## src/rtl/regfile_writeback.sv

```systemverilog
// Writeback buffer between the ALU/memory producers and the register file write port.
// Optional bypass lookup compiled in with REGFILE_WB_BYPASS_EN; without it the hit/data outputs are tied to 0.
module regfile_writeback #(
  parameter int DEPTH = 4,
  parameter int AW    = 5,
  parameter int DW    = 32
) (
  input  logic          CLK,
  input  logic          RST_N,
  input  logic          alu_valid,
  input  logic [AW-1:0] alu_rd,
  input  logic [DW-1:0] alu_data,
  output logic          alu_ready,
  input  logic          mem_valid,
  input  logic [AW-1:0] mem_rd,
  input  logic [DW-1:0] mem_data,
  output logic          mem_ready,
  input  logic          wb_stall,
  output logic          reg_write,
  output logic [AW-1:0] rw,
  output logic [DW-1:0] busW,
  input  logic [AW-1:0] qa,
  input  logic [AW-1:0] qb,
  output logic          qa_hit,
  output logic          qb_hit,
  output logic [DW-1:0] qa_data,
  output logic [DW-1:0] qb_data,
  output logic          busy,
  output logic          full
);

  localparam int PW = $clog2(DEPTH);
  localparam int CW = PW + 1;

  logic [PW-1:0] r_wr_ptr;
  logic [PW-1:0] r_rd_ptr;
  logic [CW-1:0] r_count;
  logic          r_reg_write;
  logic [AW-1:0] r_rw;
  logic [DW-1:0] r_busw;
  logic [AW-1:0] r_fifo_rd  [DEPTH];
  logic [DW-1:0] r_fifo_dat [DEPTH];

  logic          w_full;
  logic          w_acc;
  logic [AW-1:0] w_acc_rd;
  logic [DW-1:0] w_acc_dat;
  logic          w_push;
  logic          w_pop;

  assign w_full    = (r_count == CW'(DEPTH));
  assign mem_ready = !w_full;
  assign alu_ready = !w_full && !mem_valid;

  // Memory side wins arbitration; writes to x0 are acknowledged but dropped.
  assign w_acc     = !w_full && (mem_valid || alu_valid);
  assign w_acc_rd  = mem_valid ? mem_rd   : alu_rd;
  assign w_acc_dat = mem_valid ? mem_data : alu_data;
  assign w_push    = w_acc && (w_acc_rd != '0);
  assign w_pop     = !wb_stall && (r_count != '0);

  always_ff @(posedge CLK or negedge RST_N) begin
    if (!RST_N) begin
      r_wr_ptr    <= '0;
      r_rd_ptr    <= '0;
      r_count     <= '0;
      r_reg_write <= 1'b0;
      r_rw        <= '0;
      r_busw      <= '0;
    end else begin
      if (w_push) r_wr_ptr <= r_wr_ptr + 1'b1;
      if (w_pop)  r_rd_ptr <= r_rd_ptr + 1'b1;
      r_count     <= r_count + CW'(w_push) - CW'(w_pop);
      r_reg_write <= w_pop;
      if (w_pop) begin
        r_rw   <= r_fifo_rd[r_rd_ptr];
        r_busw <= r_fifo_dat[r_rd_ptr];
      end
    end
  end

  // Entry storage carries no reset; validity is defined solely by the pointers and count.
  always_ff @(posedge CLK) begin
    if (w_push) begin
      r_fifo_rd[r_wr_ptr]  <= w_acc_rd;
      r_fifo_dat[r_wr_ptr] <= w_acc_dat;
    end
  end

  assign reg_write = r_reg_write;
  assign rw        = r_rw;
  assign busW      = r_busw;
  assign busy      = (r_count != '0) || r_reg_write;
  assign full      = w_full;

`ifdef REGFILE_WB_BYPASS_EN
  // Scan oldest to youngest so the tail-most match overrides; the output register is the oldest candidate.
  function automatic logic [DW:0] f_lookup(input logic [AW-1:0] q);
    logic          hit;
    logic [DW-1:0] dat;
    logic [PW-1:0] idx;
    hit = r_reg_write && (r_rw == q);
    dat = r_busw;
    for (int k = 0; k < DEPTH; k++) begin
      idx = r_rd_ptr + PW'(k);
      if ((CW'(k) < r_count) && (r_fifo_rd[idx] == q)) begin
        hit = 1'b1;
        dat = r_fifo_dat[idx];
      end
    end
    if ((q == '0) || !hit) begin
      hit = 1'b0;
      dat = '0;
    end
    return {hit, dat};
  endfunction

  logic [DW:0] w_qa_res;
  logic [DW:0] w_qb_res;

  always_comb begin
    w_qa_res = f_lookup(qa);
    w_qb_res = f_lookup(qb);
  end

  assign qa_hit  = w_qa_res[DW];
  assign qa_data = w_qa_res[DW-1:0];
  assign qb_hit  = w_qb_res[DW];
  assign qb_data = w_qb_res[DW-1:0];
`else
  logic w_unused_q;
  assign w_unused_q = ^{qa, qb};
  assign qa_hit     = 1'b0;
  assign qb_hit     = 1'b0;
  assign qa_data    = '0;
  assign qb_data    = '0;
`endif

endmodule
```

## config.mk

```make
export PLATFORM = sky130hd
export DESIGN_NAME = regfile_writeback
export DESIGN_NICKNAME = d
export VERILOG_FILES = /design/src/rtl/regfile_writeback.sv
export SDC_FILE = /design/constraint.sdc
export NUM_CORES = 1
export LEC_CHECK = 0
export BUFFER_PORTS_ARGS = -buffer_cell sky130_fd_sc_hd__buf_2
export CAP_MARGIN = 5
export CORE_MARGIN = 2
export CORE_UTILIZATION = 53
export DETAILED_ROUTE_END_ITERATION = 8
export GPL_TIMING_DRIVEN = 0
export PLACE_DENSITY = 0.79
export SYNTH_ARGS = -nofsm -noshare
export SYNTH_HDL_FRONTEND = slang
export SYNTH_SLANG_ARGS = --single-unit
```

## constraint.sdc

```tcl
create_clock -name CLK -period 4 [get_ports CLK]
set_input_delay 0.6 -clock CLK [delete_from_list [all_inputs] [get_ports CLK]]
set_output_delay 0.6 -clock CLK [all_outputs]
set_load 0.005 [all_outputs]
```

Word level (Yosys, flattened, before mapping)
Memories as Yosys holds them, arrays and structs flattened. A register that Yosys moved wholly into a read port is not among the register bits.
Index checks and enable logic that the tools add are counted.
{ "totals": {"ramBits": 148, "latch_bits": 0, "inputBits": 89, "memories": 2, "word_cells": 28, "romBits": 0, "register_bits": 8, "out_inout_bits": 108} }
{ "memory_table": {"columns": ["memory", "words", "word_bits", "rd", "rd_clocked_by_memory_dff", "wr", "line_no", "source"], "rows": [
  ["r_fifo_dat", 4, 32, 1, 1, 1, "42", "logic [DW-1:0] r_fifo_dat [DEPTH];"],
  ["r_fifo_rd", 4, 5, 1, 1, 1, "41", "logic [AW-1:0] r_fifo_rd [DEPTH];"]
]} }
{ "op_classes": {"n_eq_ne": 1, "div": 0, "reduce_logical": 13, "mux": 4, "add_sub_neg": 4, "shifts": 0, "n_bitwise": 0, "n_mul": 0, "magnitude_cmp": 0} }
{ "op_table": {"columns": ["cell", "count"], "rows": [
  ["32-bit 2-to-1 mux", 1],
  ["1-bit zero test", 5],
  ["5-bit 2-to-1 mux", 1],
  ["5-bit nonzero test", 1],
  ["2-bit by 1-bit adder with 2-bit output, second input constant", 2],
  ["1-bit logical AND", 4],
  ["3-bit by 1-bit adder with 3-bit output", 1],
  ["3-bit equality test, second input constant", 1],
  ["3-bit nonzero test", 1],
  ["3-bit by 1-bit subtractor with 3-bit output", 1],
  ["1-bit logical OR", 2],
  ["1-bit 2-to-1 mux", 2]
]} }

Depth between registers and ports, before layout
{ "depth": {"ltp_word": 6, "ltp_mapped": 11, "mapped_depth_nobuf": 10} }

Worst setup path after synthesis
Ideal clock, no wire load.
{ "synth_timing": {"path_type": "input port to flip-flop", "startpoint": "input port mem_valid", "endpoint": "memory r_fifo_dat[0][0] (enable)", "required_time_ns": 3.569, "setup_time_ns": 0.431, "setup_slack_ns": 0.749, "cell_stages": 5, "path_buffers": 1, "t_arrival_ns": 2.819, "cell_sequence": "buf_4 -> nor4b_1 -> nor2_1 -> o221ai_4 -> nor2_1"} }
{ "synth_between": {"elab_chain_cells": 5, "elab_cells_between_ends": 7, "classes_between": "mux (3); reduce/logical (4)"} }
{ "synth_rtl": {"columns": ["item", "line_no", "source"], "rows": [
  ["from (decl)", "14", "input logic mem_valid,"],
  ["5-bit 2-to-1 mux or 1-bit logical OR (tied branches)", "57, 56", null],
  ["5-bit nonzero test or 1-bit logical AND (tied branches)", "59, 56", null],
  ["1-bit logical AND *", "59", "assign w_push = w_acc && (w_acc_rd != '0);"],
  ["1-bit 2-to-1 mux *", "84", "if (w_push) begin"],
  ["1-bit 2-to-1 mux (implied by the code) *", "86", "r_fifo_dat[r_wr_ptr] <= w_acc_dat;"],
  ["to (decl)", "42", null]
]} }
Mark *: on every way between the ends. The rest lies on a longest branch, timed or not.

Worst setup path in the final report
{ "layout_timing": {"startpoint": "register r_count[1]", "endpoint": "register r_count[2]"} }
{ "layout_between": {"elab_cells_between_ends": 8, "classes_between": "add/sub (2); eq/ne (1); reduce/logical (5)"} }
{ "layout_rtl": {"columns": ["item", "line_no", "source"], "rows": [
  ["from (decl)", "37", "logic [CW-1:0] r_count;"],
  ["from (signal assigned)", "73", "r_count <= r_count + CW'(w_push) - CW'(w_pop);"],
  ["3-bit nonzero test", "60", "assign w_pop = !wb_stall && (r_count != '0);"],
  ["1-bit logical AND", "60", null],
  ["via w_pop", "49", "logic w_pop;"],
  ["3-bit by 1-bit subtractor with 3-bit output", "73", null]
]} }
The timed path passes the listed nets, and every way through them passes these cells.
A chain may end at the register's enable or synchronous reset.

==> impl_metrics.tcl <==
set metrics [dict create \
    pre_cts_ws_ns 1.04 \
    die_height_um 128 \
    r2r_end "r_count[2]" \
    p_sw_mw 1.89 \
    chipWidth_um 128 \
    peakVddDrop_v 0.000337 \
    synth-edff-count 148 \
    cp_num_buf_inv 3 \
    cp.depth 10 \
    fmax_ghz 0.394 \
    nets 732 \
    synthArstFlopShare_pct 23.3 \
    hold_slack_ns 0.407 \
    initial_core_util_pct 53.8 \
    slowest_stage "dfrtp_1" \
    power_density_mw_per_mm2 683 \
    clkTransAtPathRegs_ns 0.07 \
    critPathMaxStageDelay_ns 0.43 \
    ctsResizeCount 0 \
    dp.cells 805 \
    maxCapViolCount 0 \
    hp-class "input pin to async pin" \
    ys_ff_latch 193 \
    worstRegToRegCells 10 \
    synth_cells 429 \
    dr.pass1.iters 4 \
    p_sw_share_pct 28.0 \
    ant_nets 0 \
    finalHoldViolations 0 \
    overflow 0 \
    fin_skew_ns 0.0101 \
    critPathLaunchType "flop" \
    grt.total_usage_pct 18.3 \
    vias 4148 \
    p_int_mw 4.85 \
    die-area_mm2 0.0163 \
    cts_setup_buffers 0 \
    crit_type "flop to flop" \
    clockBufferDepth 2 \
    row_count 45 \
    p_leak_nw 3.96 \
    netlist_area_mm2 0.00812 \
    routed_wl_um 14400 \
    regToRegSetupSlack_ns 1.46 \
    crit_end "r_count[2]" \
    p_total_mw 6.74 \
    yosysWarnings 0 \
    antennaDiodeCount 0 \
    grt_pass1_wl_um 21900 \
    grt_antenna_before_repair 0 \
    synth_flop_cell "edfxtp_1" \
    post-route-period-util_pct 63.4 \
    worst_pin_slew_ns 1.17 \
    critPathCaptureType "flop" \
    port_buffers 119 \
    drc 0 \
    drtIter0Drc 295 \
    syn_to_final_growth_pct 21.5 \
    wire_per_inst_um 17.2 \
    final_max_slew_viol_count 0 \
    arrival_ns 2.89 \
    synth-seq-area-share_pct 68.6 \
    p_seq_share_pct 46.4 \
    crit_path_cell_trace "nor3_1 -> nor2_1 -> buf_2 -> ha_1 -> inv_1 -> ha_1 -> inv_1 -> fa_1 -> xnor2_1 -> xnor2_1" \
    status "complete, no violations" \
    finalSetupViolCount 0 \
    r2r_start "r_count[1]" \
    grt_max_degree 46 \
    fillers 1048 \
    globalplace.congestion 0.694 \
    cts_hold_buf 0 \
    drive_gt1_share_pct 53.2 \
    htreeDepth 4 \
    numCtsBuffers 17 \
    path_max_fanout 11 \
    cts_num_sinks 193 \
    grt_pass1_vias 4172 \
    pwr-share-clk_pct 22.8 \
    finalCriticalPeriod_ns 2.54 \
    grt_setup_unrepaired "no" \
    root_buffer "clkbuf_16" \
    core_area_mm2 0.0151 \
    crit_start "r_count[1]" \
    p_comb_share_pct 30.9 \
    slew_headroom_pct 22.0 \
    worst_slack_ns 1.46 \
    crit_family "adder cells" \
    ioPinCount 197 \
    syn_avg_cell_area_um2 18.9 \
    required_ns 4.35 \
    cts_tree "done" \
    yosysUniqueCellTypes 23 \
    avgViaCountPerCell 4.96 \
    finalNonFillerCells 836 \
    insertion_delay_ns 0.43 \
    hpwl_um 9340 \
]
[final cells by class]
| class | count | area (um2) | area share [%] |
|---|---|---|---|
| clock buffer | 21 | 440 | 4.46 |
| buffer | 83 | 592 | 6.00 |
| sequential | 193 | 5570 | 56.4 |
| timing repair buffer | 123 | 706 | 7.15 |
| inverter | 10 | 37.5 | 0.380 |
| clock inverter | 10 | 90.1 | 0.913 |
| tap | 188 | 235 | 2.38 |
| multi-input combinational | 208 | 2200 | 22.3 |
[worst min-delay path by stage]
stage / to / slack, ns
after CTS: busW[29] / 0.44
after floorplan: busW[0] / 0.30
after global placement: busW[29] / 0.49
final: busW[29] / 0.41
after global routing: busW[29] / 0.50
after detailed placement: busW[0] / 0.49
[state kept, by name, summed over array words and instances, names as in the netlist]
| name | flops |
|---|---|
| busW | 32 |
| r_count | 3 |
| r_fifo_dat | 128 |
| r_fifo_rd | 20 |
| r_rd_ptr | 2 |
| r_wr_ptr | 2 |
| reg_write | 1 |
| rw | 5 |
[power groups by stage]
stage	registers, mW	clock network, mW	logic [mW]
final	3.13	1.53	2.08
after global routing	3.18	1.64	2.28
after CTS	3.13	1.56	2.13
after detailed placement	3.17	0	2.12
after global placement	3.18	0	1.93
after floorplan	3.16	0	1.35
[cell families after synthesis]
group	after synthesis	synth area share, %
AOI/OAI and AO/OA	2	0.385
and+or+nand+nor	16	0.893
DFF	193	68.6
buffers and inverters	93	7.75
other	1	0.0462
muxes	112	20.7
xor gates and xnor gates	5	0.539
adders and majority gates	7	1.17
[worst register-to-register path, cell delays in order, from the launching register on]
cell     delay, ns
dfrtp_1       0.43
nor3_1        0.10
nor2_1        0.32
buf_2         0.39
ha_1          0.30
inv_1         0.06
ha_1          0.13
inv_1         0.05
fa_1          0.37
xnor2_1       0.17
xnor2_1       0.14
[layer usage]
metal  up-vias  track usage [%]  part of all wire [%]
li1       1912                -                     -
met1      2079             23.3                    43
met2       144             31.3                    50
met3        13             3.76                   4.9
met4         0             6.98                   1.3
met5         -                0                     0
[Yosys cell counts (all sizes together), types with 2 or more instances]
master	n	share of area, %
mux2	75	10
mux4	37	10
nand2	2	0.092
clkbuf	3	0.14
inv	10	0.46
nor2	9	0.42
ha	6	0.92
buf	80	7.1
nor3	2	0.12
edfxtp	148	55
xnor2	4	0.43
dfrtp	45	14
[through the flow]
step | setup TNS [ns] | utilization (%) | cell area, um2
2_1_floorplan | 0 | - | 8370
3_3_place_gp | -84.36 | 61.0 | 9200
3_5_place_dp | 0 | 61.9 | 9340
4_1_cts | 0 | 65.4 | 9870
5_1_grt | 0 | 65.4 | 9870
6_report | 0 | 65.4 | 9870
[cell usage in the layout, fill, tap and decap left out, types with 2 or more instances in the layout]
master	synthesis	routed
mux4_2	37	37
nor3_1	2	2
clkbuf_16	0	17
buf_2	11	130
edfxtp_1	148	148
inv_1	10	10
buf_4	67	67
nor2_1	9	5
ha_1	6	6
buf_16	0	4
clkbuf_1	3	7
clkinv_2	0	2
clkinvlp_4	0	5
xnor2_1	4	4
nand2_1	2	2
dfrtp_1	45	45
nor2_4	0	4
buf_6	2	2
mux2_2	74	74
conb_1	1	66
Power figures use the tool's default switching activity.
